`src/rtl/regseq_pkg.sv`:
```
// Shared types and default widths for the register-file access sequencer.
package regseq_pkg;

  localparam int DATA_W_DEF = 16;
  localparam int ADDR_W_DEF = 5;

  typedef enum logic [2:0] {
    OP_ADD  = 3'd0,
    OP_SUB  = 3'd1,
    OP_AND  = 3'd2,
    OP_OR   = 3'd3,
    OP_XOR  = 3'd4,
    OP_SLL  = 3'd5,
    OP_SRL  = 3'd6,
    OP_PASS = 3'd7
  } op_e;

  typedef enum logic [2:0] {
    ST_IDLE  = 3'd0,
    ST_READ  = 3'd1,
    ST_EXEC  = 3'd2,
    ST_WRITE = 3'd3,
    ST_RESP  = 3'd4
  } state_e;

endpackage

```
`src/rtl/regseq_alu.sv`:
```
// Combinational ALU for the sequencer: result, zero flag, and carry/no-borrow for ADD/SUB.
module regseq_alu
  import regseq_pkg::*;
#(
  parameter int DATA_W = DATA_W_DEF
) (
  input  op_e               op,
  input  logic [DATA_W-1:0] a,
  input  logic [DATA_W-1:0] b,
  output logic [DATA_W-1:0] result,
  output logic              zero,
  output logic              carry
);

  localparam int SH_W = $clog2(DATA_W);

  logic [DATA_W:0]   wide;
  logic [SH_W-1:0]   shamt;

  assign shamt = b[SH_W-1:0];

  always_comb begin
    wide   = '0;
    result = '0;
    carry  = 1'b0;
    case (op)
      // SUB as a + ~b + 1 so bit DATA_W is the no-borrow flag
      OP_ADD: begin
        wide   = {1'b0, a} + {1'b0, b};
        result = wide[DATA_W-1:0];
        carry  = wide[DATA_W];
      end
      OP_SUB: begin
        wide   = {1'b0, a} + {1'b0, ~b} + {{DATA_W{1'b0}}, 1'b1};
        result = wide[DATA_W-1:0];
        carry  = wide[DATA_W];
      end
      OP_AND:  result = a & b;
      OP_OR:   result = a | b;
      OP_XOR:  result = a ^ b;
      OP_SLL:  result = a << shamt;
      OP_SRL:  result = a >> shamt;
      OP_PASS: result = a;
      default: result = '0;
    endcase
  end

  assign zero = (result == '0);

endmodule

```
`src/rtl/regfile_access_sequencer.sv`:
```
// Register-file initiator: accept command, read two sources, execute, optionally write back, respond.
// Optional macro REGSEQ_ZERO_REG_EN makes register 0 read as zero and suppresses writes to it.
module regfile_access_sequencer
  import regseq_pkg::*;
#(
  parameter int DATA_W = DATA_W_DEF,
  parameter int ADDR_W = ADDR_W_DEF
) (
  input  logic              clk,
  input  logic              rst_n,
  input  logic              CmdValid,
  output logic              CmdReady,
  input  logic [2:0]        CmdOp,
  input  logic [ADDR_W-1:0] CmdRs1,
  input  logic [ADDR_W-1:0] CmdRs2,
  input  logic [ADDR_W-1:0] CmdRd,
  input  logic              CmdWe,
  output logic              RfMode,
  output logic [ADDR_W-1:0] RfReadAddress1,
  output logic [ADDR_W-1:0] RfReadAddress2,
  input  logic [DATA_W-1:0] RfReadValue1,
  input  logic [DATA_W-1:0] RfReadValue2,
  output logic [ADDR_W-1:0] RfWriteAddress,
  output logic [DATA_W-1:0] RfWriteValue,
  output logic              RspValid,
  input  logic              RspReady,
  output logic [DATA_W-1:0] RspData,
  output logic              RspZero,
  output logic              RspCarry,
  output logic              Busy
);

  state_e            state, state_nxt;

  op_e               op_p0;
  logic [ADDR_W-1:0] rs1_p0, rs2_p0, rd_p0;
  logic              we_p0;

  logic [DATA_W-1:0] opa_p1, opb_p1;
  logic [DATA_W-1:0] opa_in, opb_in;

  logic [DATA_W-1:0] result_p2;
  logic              zero_p2, carry_p2;

  logic [DATA_W-1:0] alu_result;
  logic              alu_zero, alu_carry;
  logic              skip_write;

`ifdef REGSEQ_ZERO_REG_EN
  assign opa_in     = (rs1_p0 == '0) ? '0 : RfReadValue1;
  assign opb_in     = (rs2_p0 == '0) ? '0 : RfReadValue2;
  assign skip_write = (rd_p0 == '0);
`else
  assign opa_in     = RfReadValue1;
  assign opb_in     = RfReadValue2;
  assign skip_write = 1'b0;
`endif

  always_comb begin
    state_nxt = state;
    case (state)
      ST_IDLE:  if (CmdValid) state_nxt = ST_READ;
      ST_READ:  state_nxt = ST_EXEC;
      ST_EXEC:  state_nxt = (we_p0 && !skip_write) ? ST_WRITE : ST_RESP;
      ST_WRITE: state_nxt = ST_RESP;
      ST_RESP:  if (RspReady) state_nxt = ST_IDLE;
      default:  state_nxt = ST_IDLE;
    endcase
  end

  always_ff @(posedge clk or negedge rst_n) begin
    if (!rst_n) state <= ST_IDLE;
    else        state <= state_nxt;
  end

  // Stage 0: command latch on accept
  always_ff @(posedge clk or negedge rst_n) begin
    if (!rst_n) begin
      op_p0  <= OP_ADD;
      rs1_p0 <= '0;
      rs2_p0 <= '0;
      rd_p0  <= '0;
      we_p0  <= 1'b0;
    end else if (state == ST_IDLE && CmdValid) begin
      op_p0  <= op_e'(CmdOp);
      rs1_p0 <= CmdRs1;
      rs2_p0 <= CmdRs2;
      rd_p0  <= CmdRd;
      we_p0  <= CmdWe;
    end
  end

  // Stage 1: operand capture at the end of READ
  always_ff @(posedge clk or negedge rst_n) begin
    if (!rst_n) begin
      opa_p1 <= '0;
      opb_p1 <= '0;
    end else if (state == ST_READ) begin
      opa_p1 <= opa_in;
      opb_p1 <= opb_in;
    end
  end

  regseq_alu #(.DATA_W(DATA_W)) u_alu (
    .op     (op_p0),
    .a      (opa_p1),
    .b      (opb_p1),
    .result (alu_result),
    .zero   (alu_zero),
    .carry  (alu_carry)
  );

  // Stage 2: result and flags registered at the end of EXEC
  always_ff @(posedge clk or negedge rst_n) begin
    if (!rst_n) begin
      result_p2 <= '0;
      zero_p2   <= 1'b0;
      carry_p2  <= 1'b0;
    end else if (state == ST_EXEC) begin
      result_p2 <= alu_result;
      zero_p2   <= alu_zero;
      carry_p2  <= alu_carry;
    end
  end

  assign CmdReady       = (state == ST_IDLE);
  assign Busy           = (state != ST_IDLE);
  assign RfMode         = (state == ST_WRITE);
  assign RspValid       = (state == ST_RESP);
  assign RfReadAddress1 = rs1_p0;
  assign RfReadAddress2 = rs2_p0;
  assign RfWriteAddress = rd_p0;
  assign RfWriteValue   = result_p2;
  assign RspData        = result_p2;
  assign RspZero        = zero_p2;
  assign RspCarry       = carry_p2;

endmodule
```
`config.mk`:
```
export PLATFORM = sky130hd
export DESIGN_NAME = regfile_access_sequencer
export DESIGN_NICKNAME = d
export VERILOG_FILES = /design/src/rtl/regseq_pkg.sv /design/src/rtl/regseq_alu.sv /design/src/rtl/regfile_access_sequencer.sv
export SDC_FILE = /design/constraint.sdc
export NUM_CORES = 1
export LEC_CHECK = 0
export CAP_MARGIN = 20
export CORE_UTILIZATION = 55
export DETAILED_ROUTE_END_ITERATION = 12
export PLACE_DENSITY = 0.81
export SYNTH_ARGS = -nofsm -noshare
export SYNTH_HDL_FRONTEND = slang
export SYNTH_HIERARCHICAL = 1
export SYNTH_SLANG_ARGS = --single-unit
```
`constraint.sdc`:
```
create_clock -name clk -period 4.43 [get_ports clk]
set_input_delay 0.443 -clock clk [delete_from_list [all_inputs] [get_ports clk]]
set_output_delay 0.443 -clock clk [all_outputs]
set_load 0.01 [all_outputs]
```
# Yosys cells after proc, flatten, opt, wreduce, memory -nomap -nowiden
# Index checks and enable logic that the tools add are counted.
dict set report totals {
  inputBits 55
  register_bits 72
  word_cells 45
  output_inout_bits 53
}
dict set report op_classes {
  addsub 3
  n_shift 2
  eq_ne 13
  n_reduce_logical 6
  muxes 6
  bitwise_logic 4
}
# operator count
set op_table {}
lappend op_table {{$pmux 16 s8} 1}
lappend op_table {{$add 16x16->17} 2}
lappend op_table {{$add 17x1->17 const B} 1}
lappend op_table {{$and 16x16->16} 1}
lappend op_table {{$logic_not 16->1} 1}
lappend op_table {{$not 16->16} 1}
lappend op_table {{$or 16x16->16} 1}
lappend op_table {{$shl 16x4->16} 1}
lappend op_table {{$shr 16x4->16} 1}
lappend op_table {{$xor 16x16->16} 1}
lappend op_table {{$eq 3x3->1 const B} 5}
lappend op_table {{$pmux 3 s5} 1}
lappend op_table {{$eq 3x2->1 const B} 4}
lappend op_table {{$mux 3} 3}
lappend op_table {{$eq 3x1->1 const B} 2}
lappend op_table {{$logic_not 3->1} 2}
lappend op_table {{$reduce_bool 3->1} 1}
lappend op_table {{$ne 2x1->1 const B} 1}
lappend op_table {{$ne 2x2->1 const B} 1}
lappend op_table {{$pmux 1 s2} 1}
lappend op_table {{$reduce_and 2->1} 1}
lappend op_table {{$logic_and 1x1->1} 1}

# Longest topological paths before layout
# Gate-level depths: netlist of run 1.
dict set report logic_depth {
  word_depth 5
  depth_mapped 16
  mapped_depth_nobuf 14
}

# Modules after synthesis
# The synthesis of run 1 kept the hierarchy.
# module n_inst seq_area_each_um2 cells_per_inst area_per_inst_um2
set by_module_without_submodules {}
lappend by_module_without_submodules {regseq_alu 1 0.0 574 4156.5}
lappend by_module_without_submodules {regfile_access_sequencer 1 1801.7 183 2976.6}

# Worst setup path after synthesis of run 1
# Ideal clock, no wire load.
dict set report synth_timing {
  path_type {reg-to-reg}
  from {register opb_p1[1]}
  to {register zero_p2 (netlist: RspZero)}
  slack_ns 0.664
  setup_time_ns 0.125
  path_buffers 4
  synth_period_minus_slack_ns 3.766
  required_time_ns 4.305
  stages_incl_launch_ff 17
  arrival_time_ns 3.642
  cell_sequence {dfrtp_1 buf_4 buf_6 buf_4 buf_2 inv_1 ha_1 o21bai_1 and3_1 or4_1 a211oi_2 o21ai_1 a221o_1 and3_1 o2bb2ai_1 nor4_2 mux2_2}
}
dict set report synth_between {
  elab_chain_cells 5
  word_cells_on_any_way 11
  classes_between {add/sub: 3; shift: 2; mux: 1; bitwise: 4; reduce/logical: 1}
}
# item line_no
set synth_rtl {}
lappend synth_rtl {{start: declaration} regfile_access_sequencer.sv:39} ;# logic [DATA_W-1:0] opa_p1, opb_p1;
lappend synth_rtl {{start signal: assignment} regfile_access_sequencer.sv:100} ;# opb_p1 <= opb_in;
lappend synth_rtl {{$not 16->16} regseq_alu.sv:34} ;# wide = {1'b0, a} + {1'b0, ~b} + {{DATA_W{1'b0}}, 1'b1};
lappend synth_rtl {{$add 16x16->17} regseq_alu.sv:34}
lappend synth_rtl {{$add 17x1->17} regseq_alu.sv:34}
lappend synth_rtl {{$pmux 16 s8 (*)} regseq_alu.sv:26} ;# case (op)
lappend synth_rtl {{net alu_result[15]} regfile_access_sequencer.sv:45} ;# logic [DATA_W-1:0] alu_result;
lappend synth_rtl {{$logic_not 16->1 (*)} regseq_alu.sv:48} ;# assign zero = (result == '0);
lappend synth_rtl {{net alu_zero} regfile_access_sequencer.sv:46} ;# logic alu_zero, alu_carry;
lappend synth_rtl {{end signal: assignment} regfile_access_sequencer.sv:121} ;# zero_p2 <= alu_zero;
lappend synth_rtl {{end: declaration} regfile_access_sequencer.sv:43} ;# logic zero_p2, carry_p2;
# The timed path passes the listed nets; every way through them passes the cells marked *.
# A chain may end at the register's enable or synchronous reset.

# Final worst setup path of run 1
dict set report layout_timing {
  from {register opb_p1[0]}
  to {register zero_p2 (netlist: RspZero)}
}
dict set report layout_between {
  elab_chain_cells 5
  word_cells_on_any_way 11
  classes_between {add/sub: 3; shift: 2; mux: 1; bitwise: 4; reduce/logical: 1}
}
# item line_no
set layout_rtl {}
lappend layout_rtl {{$not 16->16} regseq_alu.sv:34}
lappend layout_rtl {{$add 16x16->17} regseq_alu.sv:34}
lappend layout_rtl {{$add 17x1->17} regseq_alu.sv:34}
lappend layout_rtl {{$pmux 16 s8 (*)} regseq_alu.sv:26}
lappend layout_rtl {{$logic_not 16->1 (*)} regseq_alu.sv:48}
lappend layout_rtl {{net alu_zero} regfile_access_sequencer.sv:46}
# Marked as above.

==> impl_metrics.yaml, run 1 <==
run_status:
  status: "completed"
clock_tree:
  cts.sinks: 72
  ctsHoldBuffers: 0
  cts.reportedPaths.clkPinSlew_ns: 0.07
  post_cts_buffers: 0
  cts_root_buf: "clkbuf_16"
  cts_max_level: 3
  cts_tree: "built"
  cts_buffers: 9
  clk_latency_ns: 0.35
  cts.path.max_buffers: 2
  ctsResizeCount: 0
timing:
  hold_viol_final: 0
  setup_ws_ns: 0.379
  setup_viol: 0
  timing.slew.headroom: 0.363
  setup_tns_ns: 0
  fin_worst_skew_ns: 0.0103
  min_period_ns: 4.05
  rsz0062_at_grt: "no"
  period_share: 0.915
  fmax_mhz: 247
  tightest_slew_ns: 0.956
  maxSlewViolCount: 0
place:
  gp_congestion: 1.00
  dp_hpwl_um: 16600
  dp_slack_ns: 0.291
  placed_cell_area_um2: 8150
  port-buffer-count: 107
global_route:
  grt_max_degree: 73
  grt_pass1_vias: 6058
  track_usage: 0.341
  antenna_found_initial: 0
  grt_overflow: 0
  grt_first_pass_wirelength_um: 34400
layout:
  final_nets: 933
  fin_area_um2: 8420
  area_growth_syn_to_layout_pct: 18.1
  layout-drive-gt1-share: 0.172
  fillCellCount: 1041
  diodes: 0
logic_synthesis:
  ys_ff_latch: 72
  netlist_area_um2: 7130
  synthDistinctLibCells: 83
  syn_nets: 863
  ys.flop_type: "dfrtp_1"
  synth_async_sr_flop_share: 1.00
  synth_edf_count: 0
  syn_avg_cell_area_um2: 9.42
  synth_cells: 757
  yosysSeqAreaShare: 0.253
  ys_warn_count: 6
setup_path:
  crit_arrival_ns: 4.34
  end_kind: "flip-flop"
  crit_slowest_cell: "mux4_2"
  crit_type: "flip-flop to flip-flop"
  cp_num_buf_inv: 1
  cp_max_fo: 29
  max_stage_delay_ns: 0.62
  cp_cell_sequence: "buf_4, mux4_2, and3_1, a221o_1, a211oi_2, nand4bb_1, nor4_1, nor4b_2, nand3b_1, nor4_2, mux2_2"
  worstSetupStartpointType: "flip-flop"
  cp.required_ns: 4.72
  crit_family: "simple AND/OR/NAND/NOR gates"
floorplan:
  core_um2: 12600
  rows: 41
  die_h_um: 116
  start_util: 0.565
  die-area_um2: 13400
  ios: 108
  die_w_um: 116
route:
  routed_wl_um: 22400
  drc: 0
  avgRoutedWirePerCell_um: 22.3
  viasPerCell: 6.48
  first_pass_iters: 7
  ant_nets: 0
  drtIter0Drc: 641
  num_vias: 6503
worst_hold_path:
  min_path_type: "primary input to async pin"
flow_run:
  max_cap_violations: 0
[registers in the layout (all words and copies together) (netlist names), 3 cells and up]
register        count
RfWriteValue       16
opa_p1             16
opb_p1             16
RfReadAddress1      5
RfReadAddress2      5
RfWriteAddress      5
op_p0               3
state               3
[path summary, 6_finish.rpt]
path,to,slack [ns],start,cells after the start
max in group asynchronous,opa_p1[7],3.55,rst_n,1
min in group clk,RfWriteAddress[4],0.51,RfWriteAddress[4],1
setup / recovery,RspZero,0.38,opb_p1[0],11
hold reg to reg,RfWriteAddress[4],0.51,RfWriteAddress[4],1
hold / removal,opb_p1[5],0.20,rst_n,1
setup reg to reg,RspZero,0.38,opb_p1[0],11
[worst reg2reg max path, cell delays in order (launching register included)]
cell	delay (ns)
dfrtp_1	0.55
buf_4	0.46
mux4_2	0.64
and3_1	0.25
a221o_1	0.29
a211oi_2	0.44
nand4bb_1	0.23
nor4_1	0.36
nor4b_2	0.31
nand3b_1	0.15
nor4_2	0.15
mux2_2	0.18
[cell usage in the layout, fill, tap and decap left out, types with 7 or more instances in the layout]
| cell type | count |
|---|---|
| clkdlybuf4s50_1 | 106 |
| dfrtp_1 | 72 |
| mux2_2 | 57 |
| inv_1 | 55 |
| ha_1 | 49 |
| nand2_1 | 44 |
| nor2_1 | 41 |
| a21oi_1 | 32 |
| o21ai_0 | 29 |
| buf_4 | 24 |
| mux2i_1 | 22 |
| nor3_1 | 19 |
| mux4_2 | 19 |
| a22oi_1 | 13 |
| a211oi_1 | 13 |
| mux2_4 | 12 |
| mux2_1 | 12 |
| nand2b_1 | 12 |
| a211o_1 | 11 |
| nand3_1 | 11 |
| nor2b_1 | 10 |
| o211ai_1 | 10 |
| clkbuf_16 | 9 |
| a31oi_1 | 9 |
| or3_1 | 8 |
| and3_1 | 8 |
| a22o_1 | 7 |
| o21ai_1 | 7 |
| o221ai_1 | 7 |
[cells in the mapped netlist, types with 8 or more instances]
cell / n / area, um2
clkbuf_1: 22 / 82.6
buf_2: 14 / 70.1
o21ai_0: 29 / 145
a21oi_1: 32 / 160
a211o_1: 11 / 96.3
mux2i_1: 22 / 220
nor2b_1: 10 / 62.6
and3_1: 8 / 50.1
mux2_2: 57 / 642
a211oi_1: 14 / 105
ha_1: 49 / 613
o211ai_1: 10 / 75.1
inv_1: 55 / 206
nand2_1: 44 / 165
nor3_1: 20 / 100
buf_4: 23 / 173
nand2b_1: 12 / 75.1
mux2_4: 12 / 180
nor2_1: 41 / 154
dfrtp_1: 72 / 1800
a22oi_1: 13 / 97.6
buf_6: 8 / 90.1
mux4_2: 19 / 428
mux2_1: 12 / 135
nand3_1: 11 / 55.1
a31oi_1: 9 / 56.3
or3_1: 8 / 50.1
[final cells by class]
| type | instances | area, um2 | area share |
|---|---|---|---|
| clock buffer | 10 | 229 | 0.0272 |
| multi-input combinational | 556 | 4680 | 0.555 |
| timing repair buffer | 130 | 1240 | 0.147 |
| clock inverter | 6 | 43.8 | 0.00520 |
| sequential | 72 | 1800 | 0.214 |
| inverter | 58 | 218 | 0.0258 |
| tap | 172 | 215 | 0.0255 |
[per-stage QoR]
step,cells,utilization,hold WS (ns)
after floorplan,757,-,0.147
after detailed placement,988,0.646,0.492
after global placement,988,0.646,0.488
after CTS,1004,0.667,0.275
after global routing,1004,0.668,0.319
final,1004,0.668,0.199
[cell families after synthesis]
| kind of cell | Yosys count | synth area share |
|---|---|---|
| AND/OR/NAND/NOR | 187 | 0.141 |
| multiplexers | 122 | 0.225 |
| buffers and inverters | 129 | 0.0933 |
| AO/OA/AOI/OAI | 192 | 0.191 |
| flip-flops | 72 | 0.253 |
| adder cells (fa/ha/maj) | 51 | 0.0916 |
| XOR/XNOR | 4 | 0.00491 |
[layer usage]
layer / routed length (um) / vias to the layer above / global-route usage
li1: - / 2920 / -
met1: 9380 / 3148 / 0.466
met2: 10400 / 386 / 0.550
met3: 1910 / 49 / 0.0575
met4: 670 / 0 / 0.114
met5: 0 / - / 0
Power of run 1 is not shown: default switching activity piles up to over one toggle a cycle in this logic, so the estimate is an artifact.
==> inputs of run 2 (changes only) <==
==> constraint.sdc (replaced) <==
create_clock -name clk -period 4.7 [get_ports clk]
set_input_delay 0.47 -clock clk [delete_from_list [all_inputs] [get_ports clk]]
set_output_delay 0.47 -clock clk [all_outputs]
set_load 0.01 [all_outputs]
==> run 2 against run 1 <==
Against the previous run: first-iteration DRC count fell by 11%; cell area decreased by 0.16%; register-to-register slack gained 0.42 ns; global-route usage is 0.42 points higher; utilization down 0.11 points; sequential share of layout area barely moved; via count down 0.78%; die area did not move; final cell count shrank 0.30%; flip-flop and latch count unchanged; critical path depth unchanged; clock skew about the same.
==> impl_metrics.yaml, run 2 (same netlist as run 1, synthesis figures left out) <==
route:
  ant_nets: 0
  drtIter0Drc: 571
  first_pass_iters: 7
  avgRoutedWirePerCell_um: 22.5
  wl_met1_um: 9380
  num_vias: 6452
  routed_wl_um: 22500
  viasPerCell: 6.45
  dr_wl_met2_um: 10500
  wl_met3_um: 1790
  top_layer_used: "met4"
  drc: 0
floorplan:
  ios: 108
  die-area_um2: 13400
  die_w_um: 116
  rows: 41
  die_h_um: 116
  start_util: 0.565
  core_um2: 12600
timing:
  period_share: 0.830
  hold_viol_final: 0
  fin_worst_skew_ns: 0.00991
  rsz0062_at_grt: "no"
  setup_tns_ns: 0
  min_period_ns: 3.90
  setup_viol: 0
  maxSlewViolCount: 0
  fmax_mhz: 256
  tightest_slew_ns: 1.03
  timing.slew.headroom: 0.307
setup_path:
  worstSetupStartpointType: "flip-flop"
  crit_arrival_ns: 4.19
  max_stage_delay_ns: 0.67
  cp_cell_sequence: "buf_4, mux4_2, and3_1, a221o_1, a211oi_1, nand4bb_1, nor4_1, nor4b_2, nand3b_1, nor4_2, mux2_2"
  end_kind: "flip-flop"
  cp_num_buf_inv: 1
  cp.required_ns: 4.99
  r2r_start: "opb_p1[0]"
  crit_type: "flip-flop to flip-flop"
  crit_family: "simple AND/OR/NAND/NOR gates"
  crit_path_start: "opb_p1[0]"
  cp_max_fo: 24
  crit_slowest_cell: "dfrtp_1"
global_route:
  grt_first_pass_wirelength_um: 34700
  antenna_found_initial: 0
  track_usage: 0.346
  grt_overflow: 0
  grt_pass1_vias: 6277
  grt_max_degree: 73
clock_tree:
  cts.reportedPaths.clkPinSlew_ns: 0.07
  cts_tree: "built"
  cts_max_level: 3
  cts_root_buf: "clkbuf_16"
  ctsResizeCount: 0
  cts.sinks: 72
  cts.path.max_buffers: 2
  cts_buffers: 9
  post_cts_buffers: 0
  ctsHoldBuffers: 0
  clk_latency_ns: 0.35
layout:
  layout-drive-gt1-share: 0.169
  final_cell_mix: "clkdlybuf4s50_1, dfrtp_1, mux2_2"
  diodes: 0
  final_common_cell: "clkdlybuf4s50_1"
  area_growth_syn_to_layout_pct: 17.9
  fillCellCount: 1036
  final_nets: 930
place:
  port-buffer-count: 107
  gp_congestion: 0.930
  dp_hpwl_um: 16600
flow_run:
  max_cap_violations: 0
run_status:
  status: "completed"
worst_hold_path:
  min_path_type: "primary input to async pin"
-- run 2: worst paths after layout --
kind,slack [ns],cells past startpoint,to
worst max-delay path,0.80,11,RspZero
worst min-delay path,0.26,1,opb_p1[5]
worst max register to register,0.80,11,RspZero
worst min register to register,0.51,1,RfWriteValue[8]
max in group asynchronous,3.82,1,RfReadAddress1[3]
min in group clk,0.51,1,RfWriteValue[8]
-- run 2: layout make-up --
class	count	area, um2	area share
Multi-Input combinational cell	556	4670	0.555
Sequential cell	72	1800	0.214
Timing Repair Buffer	127	1220	0.145
Clock buffer	9	225	0.0268
Inverter	58	218	0.0259
Tap cell	172	215	0.0256
Clock inverter	7	61.3	0.00729
-- run 2: metal layers --
metal / global-route usage / vias up
met1: 0.453 / 3096
met3: 0.0601 / 65
met4: 0.145 / 0
met5: 0 / -
li1: - / 2917
met2: 0.563 / 374
-- run 2: stage by stage --
stage	setup WS, ns	area (um2)	util	hold WS [ns]	cells
after global routing	0.543	8410	0.666	0.354	1001
after CTS	0.841	8410	0.666	0.305	1001
after global placement	0.970	8120	0.644	0.488	985
after detailed placement	0.892	8120	0.644	0.496	985
final	0.798	8410	0.666	0.264	1001
after floorplan	0.934	7130	-	0.174	757
Power of run 2 is left out for the same reason.
